--- src/rtl/feeder_pkg.sv ---
// Shared types for the abc window feeder: fill-state encoding and default match pattern.
package feeder_pkg;

    typedef enum logic [1:0] {
        EMPTY = 2'd0,
        FILL1 = 2'd1,
        FILL2 = 2'd2,
        FULL  = 2'd3
    } fill_state_t;

    localparam logic [2:0] DEFAULT_PATTERN = 3'b110;

endpackage

--- src/rtl/sat_counter.sv ---
// Saturating up-counter with synchronous clear; count updates on the edge after inc.
// Clear wins over inc; the count holds at all-ones instead of wrapping.
module sat_counter #(
    parameter int CNT_W = 8
) (
    input  logic             clk,
    input  logic             rst_n,
    input  logic             clr,
    input  logic             inc,
    output logic [CNT_W-1:0] count
);

    logic [CNT_W-1:0] r_count;

    always_ff @(posedge clk or negedge rst_n) begin
        if (!rst_n) begin
            r_count <= '0;
        end else if (clr) begin
            r_count <= '0;
        end else if (inc && (r_count != '1)) begin
            r_count <= r_count + CNT_W'(1);
        end
    end

    assign count = r_count;

endmodule

--- src/rtl/abc_window_feeder.sv ---
// Serial-to-3-bit sliding window feeding a decoder; window, win_valid and count update on the accepting edge.
// bit_ready is simply !clear (and low in reset); clear flushes window, fill state and match count.
module abc_window_feeder
    import feeder_pkg::*;
#(
    parameter int         CNT_W   = 8,
    parameter logic [2:0] PATTERN = DEFAULT_PATTERN
) (
    input  logic             clk,
    input  logic             rst_n,
    input  logic             bit_in,
    input  logic             bit_valid,
    output logic             bit_ready,
    input  logic             clear,
    output logic             a,
    output logic             b,
    output logic             c,
    output logic             win_valid,
    output logic             match,
    output logic [CNT_W-1:0] match_count
);

    fill_state_t r_state;
    fill_state_t w_state_nxt;
    logic [2:0]  r_win;
    logic        r_win_valid;
    logic        w_accept;
    logic [2:0]  w_new_win;
    logic        w_count_inc;

    assign bit_ready = rst_n & ~clear;
    assign w_accept  = bit_valid & bit_ready;
    assign w_new_win = {r_win[1:0], bit_in};

    always_ff @(posedge clk or negedge rst_n) begin
        if (!rst_n) begin
            r_state <= EMPTY;
        end else begin
            r_state <= w_state_nxt;
        end
    end

    // Only a window formed while entering or staying in FULL is countable.
    always_comb begin
        w_state_nxt = r_state;
        w_count_inc = 1'b0;
        if (clear) begin
            w_state_nxt = EMPTY;
        end else if (w_accept) begin
            case (r_state)
                EMPTY:   w_state_nxt = FILL1;
                FILL1:   w_state_nxt = FILL2;
                FILL2:   w_state_nxt = FULL;
                default: w_state_nxt = FULL;
            endcase
            w_count_inc = ((r_state == FILL2) || (r_state == FULL)) && (w_new_win == PATTERN);
        end
    end

    always_ff @(posedge clk or negedge rst_n) begin
        if (!rst_n) begin
            r_win       <= 3'b000;
            r_win_valid <= 1'b0;
        end else begin
            if (clear) begin
                r_win <= 3'b000;
            end else if (w_accept) begin
                r_win <= w_new_win;
            end
            r_win_valid <= (w_state_nxt == FULL);
        end
    end

    sat_counter #(
        .CNT_W(CNT_W)
    ) u_match_cnt (
        .clk   (clk),
        .rst_n (rst_n),
        .clr   (clear),
        .inc   (w_count_inc),
        .count (match_count)
    );

    assign a         = r_win[2];
    assign b         = r_win[1];
    assign c         = r_win[0];
    assign win_valid = r_win_valid;
    assign match     = r_win_valid && (r_win == PATTERN);

endmodule

--- config.mk ---
export PLATFORM = sky130hd
export DESIGN_NAME = abc_window_feeder
export DESIGN_NICKNAME = d
export VERILOG_FILES = /design/src/rtl/feeder_pkg.sv /design/src/rtl/sat_counter.sv /design/src/rtl/abc_window_feeder.sv
export SDC_FILE = /design/constraint.sdc
export NUM_CORES = 1
export LEC_CHECK = 0
export BUFFER_PORTS_ARGS = -buffer_cell sky130_fd_sc_hd__buf_2
export CAP_MARGIN = 15
export CORE_UTILIZATION = 44
export CTS_CLUSTER_DIAMETER = 30
export DETAILED_ROUTE_END_ITERATION = 6
export PLACE_DENSITY_LB_ADDON = 0.05
export SETUP_SLACK_MARGIN = 0.4
export SYNTH_ARGS = -nofsm -noshare
export SYNTH_HDL_FRONTEND = slang
export SYNTH_SLANG_ARGS = --single-unit
--- constraint.sdc ---
create_clock -name clk -period 1.6 [get_ports clk]
set_input_delay 0.08 -clock clk [delete_from_list [all_inputs] [get_ports clk]]
set_output_delay 0.08 -clock clk [all_outputs]
set_load 0.1 [all_outputs]
# After elaboration in Yosys (flattened, before gate mapping)
# Cells that the tools add are included.
# classes
add_sub_neg,1
eq_ne,7
muxes,9
n_bitwise,3
n_reduce_logical,7
# op_table
operator,count
two-way mux 8 bit,2
"adder 8 x 1 -> 8 bit, second input constant",1
"inequality test 8 bit, second input constant",1
"equality test 2 bit, second input constant",3
"equality test 3 bit, second input constant",2
two-way mux 3 bit,2
two-way mux 2 bit,2
one-hot mux 2 bit (2 select lines),1
nonzero test 2 bit,2
logical AND 1 bit,3
AND 1 bit,2
"equality test 2 x 1 -> 1 bit, second input constant",1
zero test 2 bit,1
two-way mux 1 bit,2
logical OR 1 bit,1
inverter 1 bit,1
# totals
regBits,14
elab_cells,31

# Logic depth before layout (Yosys ltp)
# Gate-level depths: netlist of the first run.
# logic_depth
depth_word,8
mapped_depth,7

# By module
# From an unflattened synthesis of the first run, not the netlist that was laid out.
# hier_totals
cells_unflattened,72
hier_area_um2,780.7
# by_module_without_submodules
module,instances,cells_per_inst,area_each_um2,seq_area_each_um2
sat_counter,1,49,464.2,200.2
abc_window_feeder,1,23,316.6,150.1

# Worst setup path before layout of the first run
# Ideal clock, no wire load.
# synth_path
kind,reg2reg
start,"reg u_match_cnt.r_count[0], in the netlist u_match_cnt.count[0]"
end,"reg u_match_cnt.r_count[1], in the netlist u_match_cnt.count[1]"
setup_time_ns,0.123
arrival_time_ns,1.985
required_time_ns,1.477
slack_ns,-0.507
stages_incl_launch_ff,7
cell_sequence,dfrtp_1 -> ha_1 -> nand3_1 -> o211ai_4 -> buf_6 -> mux2i_1 -> nor2_1
# synth_between
elab_chain_cells,3
word_cells_on_any_way,6
cone_classes,1 x add/sub; 1 x eq/ne; 2 x mux; 2 x reduce/logical
# synth_lines
item,line,rtl
start: declaration,sat_counter.sv:13,logic [CNT_W-1:0] r_count;
start signal: assignment,sat_counter.sv:21,r_count <= r_count + CNT_W'(1);
adder 8 x 1 -> 8 bit or inequality test 8 bit (tied branches),"sat_counter.sv:21, sat_counter.sv:20",
two-way mux 8 bit or logical AND 1 bit (tied branches),sat_counter.sv:20,end else if (inc && (r_count != '1)) begin
two-way mux 8 bit or nonzero test 2 bit (tied branches),-,
# Parallel ways exist; a longest one is shown, timed or not. The select of a mux whose other input is x is not followed.
# A chain may end at the register's enable or synchronous reset.

# Worst setup path after layout of the first run
# layout_path
start,"reg u_match_cnt.r_count[1], in the netlist u_match_cnt.count[1]"
end,"reg u_match_cnt.r_count[5], in the netlist u_match_cnt.count[5]"
# The elaborated chain is that of the path after synthesis.

==> flow_results.xml, run 1 <==
<?xml version="1.0" encoding="UTF-8"?>
<metrics>
  <group name="pwr">
    <metric name="leakagePower" unit="nW">0.489</metric>
    <metric name="pwr_density_cell" unit="mW/mm^2">597</metric>
    <metric name="peakVddDrop" unit="mV">0.403</metric>
  </group>
  <group name="clock_network">
    <metric name="cts_buffers" unit="">3</metric>
    <metric name="tritoncts" unit="">yes</metric>
    <metric name="cts-root-buf" unit="">clkbuf_4</metric>
    <metric name="clock_sink_count" unit="">14</metric>
    <metric name="worst_skew_pair.late_latency" unit="ns">0.29</metric>
    <metric name="cts_htree_levels" unit="">1</metric>
    <metric name="cts.path.max_buffers" unit="">2</metric>
    <metric name="clk_pin_slew" unit="ns">0.09</metric>
  </group>
  <group name="placed_design">
    <metric name="detailedPlace.worstSlack" unit="ns">0.0696</metric>
    <metric name="dpl-instance-area" unit="um^2">906</metric>
    <metric name="dpl.cell_count" unit="">107</metric>
    <metric name="finalWeightedCongestion" unit="">0.864</metric>
    <metric name="detailedPlacementHpwl" unit="mm">1.12</metric>
    <metric name="numPortBuffers" unit="">18</metric>
  </group>
  <group name="worst_setup_path">
    <metric name="reg2reg_from" unit="">u_match_cnt.count[1]</metric>
    <metric name="type_of_element_capturing_the_critical_path" unit="">flop</metric>
    <metric name="cell_chain_critical_path" unit="">ha_4, nand3_4, o211ai_4, or4_4, a21oi_2</metric>
    <metric name="cp_slowest_cell" unit="">dfrtp_4</metric>
    <metric name="timing_worst_setup_path_type" unit="">reg -&gt; reg</metric>
    <metric name="critical-path-max-stage-delay" unit="ns">0.50</metric>
    <metric name="worst-path-buf-inv" unit="">0</metric>
    <metric name="timing.critical_path.from_type" unit="">flop</metric>
    <metric name="worst_path_dominant_cell_family" unit="">simple AND/OR/NAND/NOR gates</metric>
    <metric name="crit_path_start" unit="">u_match_cnt.count[1]</metric>
    <metric name="cp.required" unit="ns">1.82</metric>
    <metric name="arrival" unit="ns">1.76</metric>
    <metric name="critical_path_peak_fanout" unit="">5</metric>
  </group>
  <group name="sta">
    <metric name="timing.fmax" unit="GHz">0.650</metric>
    <metric name="worst_slew_pin_slew" unit="ns">0.483</metric>
    <metric name="post-route-min-period" unit="ns">1.54</metric>
    <metric name="finalHoldViolations" unit="">0</metric>
    <metric name="final.setup.worst_slack" unit="ns">0.0610</metric>
    <metric name="setup_violations" unit="">0</metric>
    <metric name="finalCritPeriodShare" unit="%">96.2</metric>
    <metric name="worst_slew_margin_rel" unit="%">68.0</metric>
    <metric name="drv_slew" unit="">0</metric>
    <metric name="tns" unit="ns">0</metric>
    <metric name="worst_clock_skew" unit="ns">0.00666</metric>
    <metric name="hold_ws" unit="ns">0.0185</metric>
    <metric name="rsz_0062_raised_after_global_routing" unit="">true</metric>
  </group>
  <group name="floorplanning">
    <metric name="die_w" unit="um">42.4</metric>
    <metric name="dieArea" unit="mm^2">0.00180</metric>
    <metric name="placementRows" unit="">14</metric>
    <metric name="floorplan.io_pins" unit="">19</metric>
    <metric name="initial_core_utilization" unit="%">47.1</metric>
    <metric name="coreArea" unit="mm^2">0.00152</metric>
    <metric name="die_h" unit="um">42.4</metric>
  </group>
  <group name="route">
    <metric name="routed-via-count" unit="">690</metric>
    <metric name="remaining_drc_errors" unit="">0</metric>
    <metric name="detail_route.wl_per_cell" unit="um">14.9</metric>
    <metric name="drt_first_pass_iters" unit="">3</metric>
    <metric name="detail_route_antenna_nets" unit="">0</metric>
    <metric name="drt_iter0_markers" unit="">6</metric>
    <metric name="routed_via_density" unit="">5.56</metric>
    <metric name="postRouteWirelength" unit="mm">1.85</metric>
  </group>
  <group name="cells_and_area">
    <metric name="ratio_of_cells_with_drive_above_1_in_the_final_layout" unit="%">60.2</metric>
    <metric name="instances_no_fill" unit="">124</metric>
    <metric name="num_antenna_cells" unit="">0</metric>
    <metric name="area_growth_syn_to_fin" unit="%">63.8</metric>
    <metric name="design_area" unit="mm^2">0.00118</metric>
    <metric name="final.fill_count" unit="">110</metric>
    <metric name="design.final.nets" unit="">115</metric>
  </group>
  <group name="synthesis">
    <metric name="yosysWarnings" unit="">0</metric>
    <metric name="synthDistinctLibCells" unit="">28</metric>
    <metric name="synth_nets" unit="">77</metric>
    <metric name="synth_edf_count" unit="">0</metric>
    <metric name="synth_cells" unit="">71</metric>
    <metric name="ys_seq_elements" unit="">14</metric>
    <metric name="synthFlopType" unit="">dfrtp_1</metric>
    <metric name="synth_seq_area_share" unit="%">48.8</metric>
    <metric name="async_flop_share" unit="%">100</metric>
    <metric name="synthesis.area_per_instance" unit="um^2">10.1</metric>
    <metric name="syn_area" unit="um^2">718</metric>
  </group>
  <group name="grt">
    <metric name="gr-usage-all-layers" unit="%">22.2</metric>
    <metric name="grt_max_degree" unit="">10</metric>
    <metric name="top_usage_layer" unit="">met2</metric>
    <metric name="global_routing_usage_on_met1" unit="%">29.0</metric>
    <metric name="global_route.usage.met2" unit="%">36.0</metric>
    <metric name="gr-usage-met3" unit="%">2.59</metric>
    <metric name="global_route.overflow_total" unit="">0</metric>
    <metric name="antenna_found_initial" unit="">0</metric>
    <metric name="vias_in_the_first_global_route" unit="">656</metric>
    <metric name="grt_first_pass_wirelength" unit="mm">2.88</metric>
  </group>
  <group name="min_path">
    <metric name="min-delay-path-class" unit="">in -&gt; reg</metric>
    <metric name="min-delay-start" unit="">bit_in</metric>
  </group>
  <group name="status">
    <metric name="status" unit="">complete, no violations</metric>
  </group>
  <group name="job">
    <metric name="number_of_max_capacitance_violations_reported" unit="">0</metric>
  </group>
</metrics>
## flip-flops by register name (all words and copies together), names as in the netlist
name	cells
win_valid	1
r_state	2
u_match_cnt.count	8
r_win	3
## synth_stat cells, types with 2 or more instances
master / count / share of area, %
mux2i_1: 2 / 2.8
or3_1: 2 / 1.7
buf_6: 3 / 4.7
inv_1: 4 / 2.1
dfrtp_1: 14 / 49
o211ai_1: 2 / 2.1
o31ai_1: 3 / 3.1
nand2_1: 9 / 4.7
o21ai_0: 4 / 2.8
nand3_1: 3 / 2.1
nor2_1: 5 / 2.6
a21oi_1: 4 / 2.8
## cell families (layout without fill, tap and decap cells)
kind of cell | after synthesis | count (layout) | synth area share, %
adders and majority gates | 1 | 1 | 1.74
AOI/OAI and AO/OA | 15 | 15 | 14.6
DFF | 14 | 14 | 48.8
and+or+nand+nor | 31 | 31 | 24.0
muxes | 2 | 2 | 2.79
buffers and inverters | 7 | 44 | 6.79
xor gates and xnor gates | 1 | 1 | 1.22
## where the power goes
| part | leakage, nW | internal [mW] | switching, mW |
|---|---|---|---|
| Sequential | 0.171 | 0.359 | 0.00434 |
| Combinational | 0.297 | 0.0246 | 0.0535 |
| Clock | 0.0210 | 0.139 | 0.122 |
## per-stage QoR
step / total power, mW / util (%)
floorplan: 0.417 / -
global placement: 0.439 / 59.4
detailed placement: 0.439 / 59.4
CTS: 0.706 / 72.1
global route: 0.729 / 77.2
finish: 0.703 / 77.2
## layout by cell type, fill, tap and decap left out, drive strengths merged, types with 2 or more instances in the layout
cell,Yosys,final
a21oi,4,4
and4b,2,2
buf,3,34
clkbuf,0,5
dfrtp,14,14
inv,4,4
mux2i,2,2
nand2,9,9
nand3,3,3
nor2,5,5
o211ai,3,3
o21ai,4,4
o31ai,3,3
or3,2,2
## timing repair
| item | in CTS | in global routing |
|---|---|---|
| setup buffers | 11 | 1 |
| hold buffers | 1 | 0 |
| gates resized for setup | 19 | 19 |
| endpoints found under the setup margin | 18 | 17 |
| pin swaps | 6 | 4 |
| endpoints found under the hold margin | 14 | 0 |
## path summary, 6_finish.rpt
check	to	slack [ns]	depth (start not counted)
max reg2reg	u_match_cnt.count[5]	0.06	5
min in group asynchronous	u_match_cnt.count[2]	0.27	2
min reg2reg	r_state[0]	0.52	1
min	r_win[0]	0.02	3
max in group asynchronous	u_match_cnt.count[3]	0.89	3
max	u_match_cnt.count[5]	0.06	5
## cell type report
class	count	area (um^2)	area share [%]
clock buffers	4	36.3	3.09
inverters	4	15.0	1.28
multi-input cells	50	385	32.8
flip-flops and latches	14	388	33.0
well taps	16	20.0	1.70
repair buffers	36	332	28.2
## worst register-to-register path: stages (launching register included)
cell	delay, ns
dfrtp_4	0.50
ha_4	0.19
nand3_4	0.06
o211ai_4	0.10
or4_4	0.49
a21oi_2	0.13
## metal layers
| layer | share of wire (%) | vias up | wire length, um |
|---|---|---|---|
| met1 | 47 | 341 | 875 |
| li1 | - | 331 | - |
| met2 | 48 | 13 | 890 |
| met4 | 1.9 | 0 | 36 |
| met5 | 0 | - | 0 |
| met3 | 2.5 | 5 | 46 |
Note: power is estimated with default switching activity, not from simulation.
==> inputs of run 2 (changes only) <==
Settings changed: CORE_UTILIZATION 44 to 35.
==> run 2 against run 1 <==
  * Non-clock buffer count down 4
  * Worst setup slack worse by 0.012 ns
  * Sequential share of layout area increased by 0.21 points
  * Largest power group unchanged
  * Clock skew decreased by 0.0058 ns
  * Critical path type unchanged
  * Fmax decreased by 0.76%
  * Worst hold slack better by 0.010 ns
  * Routed wire length grew 3.5%
==> flow_results.xml, run 2 (synthesis gave the netlist of run 1 again) <==
<?xml version="1.0" encoding="UTF-8"?>
<metrics>
  <group name="grt">
    <metric name="gr-usage-all-layers" unit="%">19.0</metric>
    <metric name="vias_in_the_first_global_route" unit="">607</metric>
    <metric name="gr-usage-met3" unit="%">2.31</metric>
    <metric name="global_route.usage.met2" unit="%">27.9</metric>
    <metric name="grt_max_degree" unit="">11</metric>
    <metric name="grt_first_pass_wirelength" unit="mm">2.82</metric>
    <metric name="global_routing_usage_on_met1" unit="%">26.8</metric>
    <metric name="top_usage_layer" unit="">met2</metric>
    <metric name="global_route.overflow_total" unit="">0</metric>
    <metric name="antenna_found_initial" unit="">0</metric>
  </group>
  <group name="pwr">
    <metric name="power_frac_clock" unit="%">37.5</metric>
    <metric name="finalPower" unit="mW">0.705</metric>
    <metric name="peakVddDrop" unit="mV">0.460</metric>
    <metric name="comb_power_share" unit="%">10.9</metric>
    <metric name="internal_power" unit="mW">0.521</metric>
    <metric name="leakagePower" unit="nW">0.481</metric>
    <metric name="pwr_density_cell" unit="mW/mm^2">603</metric>
    <metric name="netSwitchingPower" unit="mW">0.185</metric>
    <metric name="seq_power_share" unit="%">51.5</metric>
    <metric name="swShare" unit="%">26.2</metric>
  </group>
  <group name="cells_and_area">
    <metric name="final_common_cell" unit="">buf_4</metric>
    <metric name="design_area" unit="mm^2">0.00117</metric>
    <metric name="instances_no_fill" unit="">131</metric>
    <metric name="layout_common_cells" unit="">buf_4, dfrtp_4, nand2_1, buf_2</metric>
    <metric name="num_antenna_cells" unit="">0</metric>
    <metric name="area_growth_syn_to_fin" unit="%">62.7</metric>
    <metric name="design.final.nets" unit="">111</metric>
    <metric name="flip_flop_count_of_the_largest_register_after_layout" unit="">8</metric>
    <metric name="ratio_of_cells_with_drive_above_1_in_the_final_layout" unit="%">57.7</metric>
  </group>
  <group name="worst_setup_path">
    <metric name="timing_worst_setup_path_type" unit="">reg -&gt; reg</metric>
    <metric name="reg2reg_from" unit="">u_match_cnt.count[1]</metric>
    <metric name="cp.required" unit="ns">1.76</metric>
    <metric name="r2r_end" unit="">u_match_cnt.count[5]</metric>
    <metric name="critical_path_peak_fanout" unit="">5</metric>
    <metric name="type_of_element_capturing_the_critical_path" unit="">flop</metric>
    <metric name="arrival" unit="ns">1.72</metric>
    <metric name="reg2regPathDepth" unit="">6</metric>
    <metric name="timing.critical_path.from_type" unit="">flop</metric>
    <metric name="rrSetupSlack" unit="ns">0.05</metric>
  </group>
  <group name="min_path">
    <metric name="holdPathEnd" unit="">r_win[0]</metric>
    <metric name="timing.hold.worst_path_depth" unit="">3</metric>
    <metric name="min-delay-path-class" unit="">in -&gt; reg</metric>
    <metric name="min-delay-start" unit="">bit_in</metric>
  </group>
  <group name="sta">
    <metric name="timing.fmax" unit="GHz">0.645</metric>
    <metric name="drv_slew" unit="">0</metric>
    <metric name="final.setup.worst_slack" unit="ns">0.0492</metric>
    <metric name="setup_violations" unit="">0</metric>
    <metric name="post-route-min-period" unit="ns">1.55</metric>
    <metric name="worst_slew_margin_rel" unit="%">68.0</metric>
    <metric name="rsz_0062_raised_after_global_routing" unit="">true</metric>
    <metric name="finalCritPeriodShare" unit="%">96.9</metric>
    <metric name="worst_clock_skew" unit="ns">0.000867</metric>
    <metric name="worst_slew_pin_slew" unit="ns">0.483</metric>
    <metric name="finalHoldViolations" unit="">0</metric>
  </group>
  <group name="clock_network">
    <metric name="clock_sink_count" unit="">14</metric>
    <metric name="cts-root-buf" unit="">clkbuf_4</metric>
    <metric name="tritoncts" unit="">yes</metric>
    <metric name="clk_pin_slew" unit="ns">0.09</metric>
    <metric name="cts.path.max_buffers" unit="">2</metric>
    <metric name="cts_buffers" unit="">3</metric>
    <metric name="cts_htree_levels" unit="">1</metric>
    <metric name="worst_skew_pair.late_latency" unit="ns">0.28</metric>
  </group>
  <group name="route">
    <metric name="remaining_drc_errors" unit="">0</metric>
    <metric name="postRouteWirelength" unit="mm">1.91</metric>
    <metric name="detail_route.wl_per_cell" unit="um">14.6</metric>
    <metric name="routed-via-count" unit="">666</metric>
    <metric name="drt_iter0_markers" unit="">10</metric>
    <metric name="routed_via_density" unit="">5.08</metric>
    <metric name="detail_route_antenna_nets" unit="">0</metric>
    <metric name="drt_first_pass_iters" unit="">4</metric>
  </group>
  <group name="status">
    <metric name="status" unit="">complete, no violations</metric>
  </group>
  <group name="placed_design">
    <metric name="detailedPlace.worstSlack" unit="ns">0.0810</metric>
    <metric name="dpl.cell_count" unit="">117</metric>
    <metric name="finalWeightedCongestion" unit="">0.797</metric>
    <metric name="dpl-instance-area" unit="um^2">912</metric>
    <metric name="numPortBuffers" unit="">18</metric>
    <metric name="detailedPlacementHpwl" unit="mm">1.17</metric>
  </group>
  <group name="job">
    <metric name="number_of_max_capacitance_violations_reported" unit="">0</metric>
  </group>
  <group name="floorplanning">
    <metric name="placementRows" unit="">16</metric>
    <metric name="die_h" unit="um">47.3</metric>
    <metric name="dieArea" unit="mm^2">0.00224</metric>
    <metric name="initial_core_utilization" unit="%">37.0</metric>
    <metric name="coreArea" unit="mm^2">0.00194</metric>
    <metric name="floorplan.io_pins" unit="">19</metric>
    <metric name="die_w" unit="um">47.3</metric>
  </group>
</metrics>
==> run 2: changes by cell type in the layout (fill, tap and decap cells not counted), sizes merged <==
cell,previous run,this run
clkbuf,5,6
buf,34,29
==> run 2: per-layer routing <==
layer / wire (um) / up-vias
li1: - / 322
met1: 872 / 331
met2: 986 / 11
met3: 41 / 2
met4: 14 / 0
met5: 0 / -
==> run 2: through the flow <==
| step | hold slack [ns] | utilization [%] | TNS, ns |
|---|---|---|---|
| 2_1_floorplan | -0.216 | - | -0.128 |
| 3_3_place_gp | -0.0634 | 47.0 | 0 |
| 3_5_place_dp | -0.0634 | 47.0 | 0 |
| 4_1_cts | 0.0200 | 54.6 | 0 |
| 5_1_grt | 0.0489 | 60.2 | 0 |
| 6_report | 0.0286 | 60.2 | 0 |
==> run 2: how the worst max path moves through the flow <==
stage	startpoint	end	slack, ns	cells after the start
finish	u_match_cnt.count[1]	u_match_cnt.count[5]	0.05	6
global route	u_match_cnt.count[0]	u_match_cnt.count[5]	0.01	5
CTS	u_match_cnt.count[1]	u_match_cnt.count[5]	0.09	5
detailed placement	u_match_cnt.count[0]	u_match_cnt.count[5]	0.08	5
global placement	u_match_cnt.count[0]	u_match_cnt.count[5]	0.10	5
floorplan	u_match_cnt.count[1]	u_match_cnt.count[3]	-0.05	6
==> run 2: power groups by stage <==
stage               clock network, mW  registers [mW]  logic, mW
floorplan                           0           0.387     0.0300
global placement                    0           0.372     0.0657
global route                    0.277           0.364     0.0826
finish                          0.265           0.363     0.0772
CTS                             0.269           0.363     0.0734
detailed placement                  0           0.372     0.0660
==> run 2: cell type report <==
cell class	instances	area (um^2)
fillers	178	773
multi-input cells	50	398
flip-flops and latches	14	388
repair buffers	32	298
clock buffers	4	36.3
well taps	27	33.8
inverters	4	15.0
==> run 2: worst max-delay path, cell delays in order, from the launching register on <==
cell      delay, ns
dfrtp_4        0.51
ha_4           0.18
nand3_4        0.06
o211ai_4       0.10
buf_6          0.14
o31ai_1        0.35
a21oi_2        0.10
==> run 2: timing repair <==
item,in CTS,in global routing
setup buffers,6,3
resized for setup,18,18
pin swaps,4,7
endpoints found under the setup margin,18,16
hold buffers,1,0
hold endpoints to repair,14,0
gates cloned,0,0
==> inputs of run 3 (changes only) <==
Settings changed: HOLD_SLACK_MARGIN from default to 0.03, SYNTH_HIERARCHICAL from default to 1.
==> run 3 against run 2 <==
  * Global-route usage grew 1.2 points
  * Final area grew 10%
  * Cell count grew 2.3%
  * Fmax grew 3.3%
  * Worst setup slack gained 0.050 ns
  * Largest cell class unchanged
  * Non-clock buffer count grew 1
  * Via count grew 5.0%
  * Worst hold slack gained 0.087 ns
  * Largest power group unchanged
  * Synthesized area grew 8.7%
  * Total power grew 2.3%
  * Register-to-register slack gained 0.05 ns
==> flow_results.xml, run 3 <==
<?xml version="1.0" encoding="UTF-8"?>
<metrics>
  <group name="cells_and_area">
    <metric name="layout.core_utilization" unit="%">63.6</metric>
    <metric name="design_area" unit="mm^2">0.00129</metric>
    <metric name="final_common_cell" unit="">buf_4</metric>
    <metric name="ratio_of_cells_with_drive_above_1_in_the_final_layout" unit="%">69.2</metric>
    <metric name="design.final.nets" unit="">114</metric>
    <metric name="instances_no_fill" unit="">134</metric>
    <metric name="num_antenna_cells" unit="">0</metric>
    <metric name="flip_flop_count_of_the_largest_register_after_layout" unit="">8</metric>
    <metric name="area_growth_syn_to_fin" unit="%">64.7</metric>
    <metric name="layout_common_cells" unit="">buf_4, dfrtp_2, buf_2</metric>
  </group>
  <group name="synthesis">
    <metric name="yosysWarnings" unit="">6</metric>
    <metric name="ys_seq_elements" unit="">14</metric>
    <metric name="synthMuxAreaShare" unit="%">11.2</metric>
    <metric name="synth-compound-area-share" unit="%">9.29</metric>
    <metric name="synthFlopType" unit="">dfrtp_1</metric>
    <metric name="synthDistinctLibCells" unit="">37</metric>
    <metric name="async_flop_share" unit="%">100</metric>
    <metric name="synthDominantAreaCellType" unit="">dfrtp_1</metric>
    <metric name="yosys.area_share.simple" unit="%">30.9</metric>
    <metric name="synth_cells" unit="">72</metric>
    <metric name="synth_xor_area_share" unit="%">0</metric>
    <metric name="synth_top_family_by_area" unit="">simple AND/OR/NAND/NOR gates</metric>
    <metric name="synth_fa_ha_area_share" unit="%">1.60</metric>
    <metric name="synth_edf_count" unit="">0</metric>
    <metric name="synth.area.top_cells" unit="">dfrtp_1, mux2_4, nor2b_1, mux2_2, and2b_4</metric>
    <metric name="synth.top_cells.by_count" unit="">dfrtp_1, nor2_1, nor2b_1, nor3_1</metric>
    <metric name="synth_top_cell_area_share" unit="%">44.9</metric>
    <metric name="syn_area" unit="um^2">781</metric>
    <metric name="synth_seq_area_share" unit="%">44.9</metric>
    <metric name="synthesis.area_per_instance" unit="um^2">10.8</metric>
    <metric name="library_cell_with_the_highest_instance_count_after_synthesis" unit="">dfrtp_1</metric>
    <metric name="synth_nets" unit="">78</metric>
  </group>
  <group name="job">
    <metric name="number_of_max_capacitance_violations_reported" unit="">0</metric>
  </group>
  <group name="route">
    <metric name="detail_route_antenna_nets" unit="">0</metric>
    <metric name="met3WireLength" unit="um">75</metric>
    <metric name="routed_via_density" unit="">5.22</metric>
    <metric name="drt_iter0_markers" unit="">8</metric>
    <metric name="postRouteWirelength" unit="mm">2.17</metric>
    <metric name="met2_length" unit="mm">1.11</metric>
    <metric name="remaining_drc_errors" unit="">0</metric>
    <metric name="detail_route.wl_per_cell" unit="um">16.2</metric>
    <metric name="drt_first_pass_iters" unit="">4</metric>
    <metric name="detail_route.wirelength.met1" unit="um">973</metric>
    <metric name="topRoutingLayerUsed" unit="">met4</metric>
    <metric name="routed-via-count" unit="">699</metric>
  </group>
  <group name="pwr">
    <metric name="leakagePower" unit="nW">0.538</metric>
    <metric name="peakVddDrop" unit="mV">0.396</metric>
    <metric name="finalPower" unit="mW">0.721</metric>
    <metric name="pwr_density_cell" unit="mW/mm^2">561</metric>
  </group>
  <group name="placed_design">
    <metric name="dpl-instance-area" unit="um^2">1000</metric>
    <metric name="numPortBuffers" unit="">18</metric>
    <metric name="finalWeightedCongestion" unit="">0.731</metric>
    <metric name="dpl.cell_count" unit="">121</metric>
    <metric name="detailedPlace.worstSlack" unit="ns">-0.0592</metric>
    <metric name="detailedPlacementHpwl" unit="mm">1.27</metric>
  </group>
  <group name="worst_setup_path">
    <metric name="critical_path_peak_fanout" unit="">3</metric>
    <metric name="arrival" unit="ns">1.69</metric>
    <metric name="timing_worst_setup_path_type" unit="">reg -&gt; reg</metric>
    <metric name="timing.critical_path.from_type" unit="">flop</metric>
    <metric name="type_of_element_capturing_the_critical_path" unit="">flop</metric>
    <metric name="cp.required" unit="ns">1.79</metric>
  </group>
  <group name="clock_network">
    <metric name="cts_buffers" unit="">3</metric>
    <metric name="cts_htree_levels" unit="">1</metric>
    <metric name="clk_pin_slew" unit="ns">0.09</metric>
    <metric name="tritoncts" unit="">yes</metric>
    <metric name="clock_sink_count" unit="">14</metric>
    <metric name="cts.path.max_buffers" unit="">2</metric>
    <metric name="worst_skew_pair.late_latency" unit="ns">0.28</metric>
    <metric name="cts-root-buf" unit="">clkbuf_4</metric>
  </group>
  <group name="grt">
    <metric name="grt_first_pass_wirelength" unit="mm">3.59</metric>
    <metric name="gr-usage-all-layers" unit="%">20.2</metric>
    <metric name="global_route.overflow_total" unit="">0</metric>
    <metric name="grt_max_degree" unit="">18</metric>
    <metric name="antenna_found_initial" unit="">0</metric>
    <metric name="vias_in_the_first_global_route" unit="">750</metric>
  </group>
  <group name="sta">
    <metric name="drv_slew" unit="">0</metric>
    <metric name="tns" unit="ns">0</metric>
    <metric name="post-route-min-period" unit="ns">1.50</metric>
    <metric name="worst_clock_skew" unit="ns">0.00388</metric>
    <metric name="hold_ws" unit="ns">0.116</metric>
    <metric name="final.setup.worst_slack" unit="ns">0.0989</metric>
    <metric name="worst_slew_pin_slew" unit="ns">0.642</metric>
    <metric name="worst_slew_margin_rel" unit="%">57.1</metric>
    <metric name="rsz_0062_raised_after_global_routing" unit="">true</metric>
    <metric name="timing.fmax" unit="GHz">0.666</metric>
    <metric name="finalHoldViolations" unit="">0</metric>
    <metric name="finalCritPeriodShare" unit="%">93.8</metric>
    <metric name="setup_violations" unit="">0</metric>
  </group>
  <group name="status">
    <metric name="status" unit="">complete, no violations</metric>
  </group>
  <group name="floorplanning">
    <metric name="placementRows" unit="">16</metric>
    <metric name="floorplan.io_pins" unit="">19</metric>
    <metric name="die_w" unit="um">49.2</metric>
    <metric name="initial_core_utilization" unit="%">38.6</metric>
    <metric name="dieArea" unit="mm^2">0.00242</metric>
    <metric name="die_h" unit="um">49.2</metric>
    <metric name="coreArea" unit="mm^2">0.00202</metric>
  </group>
  <group name="min_path">
    <metric name="min-delay-path-class" unit="">in -&gt; reg</metric>
  </group>
</metrics>
-- run 3: where the power goes --
group / internal [mW] / leakage (nW) / total (mW) / switching [mW]
Combinational: 0.0363 / 0.344 / 0.0951 / 0.0589
Sequential: 0.360 / 0.173 / 0.364 / 0.00429
Clock: 0.138 / 0.0210 / 0.262 / 0.124
-- run 3: path summary, 6_finish.rpt --
check,from,to,slack (ns),cells after the start
min reg2reg,r_state[1],r_state[1],0.56,2
max,r_win[1],u_match_cnt/count[7],0.1,5
min,bit_valid,r_state[1],0.12,3
max in group asynchronous,rst_n,u_match_cnt/count[0],0.60,3
min in group asynchronous,rst_n,r_win[1],0.53,3
max reg2reg,r_win[1],u_match_cnt/count[7],0.1,5
-- run 3: critical path: stages, from the launching register on --
cell	delay (ns)
dfrtp_4	0.43
nand4b_1	0.14
nor2_4	0.18
nand3_4	0.09
or3_1	0.32
a211oi_2	0.24
-- run 3: area by class of cell --
cell class / count / area, um^2
sequential: 14 / 375
multi-input combinational: 54 / 528
fill: 164 / 736
tap: 27 / 33.8
clock buffer: 4 / 36.3
timing repair buffer: 33 / 305
inverter: 2 / 7.51
-- run 3: cell families (layout without fill, tap and decap cells) --
kind of cell             count (synthesis)  after routing
AO/OA/AOI/OAI                           11             11
AND/OR/NAND/NOR                         35             35
multiplexers                             7              7
flip-flops                              14             14
adder cells (fa/ha/maj)                  1              1
buffers and inverters                    4             39
-- run 3: layer usage --
layer  global-route usage [%]  up-vias
li1                         -      335
met5                        0        -
met2                     33.1       20
met3                     4.98        2
met1                     24.7      342
met4                     9.31        0
-- run 3: repair_timing --
| action | 4_1_cts | 5_1_grt |
|---|---|---|
| hold buffers | 2 | 0 |
| endpoints found under the setup margin | 18 | 16 |
| resized for setup | 32 | 12 |
| buffers inserted | 7 | 0 |
| hold endpoints to repair | 15 | 0 |
| pin swaps | 2 | 1 |
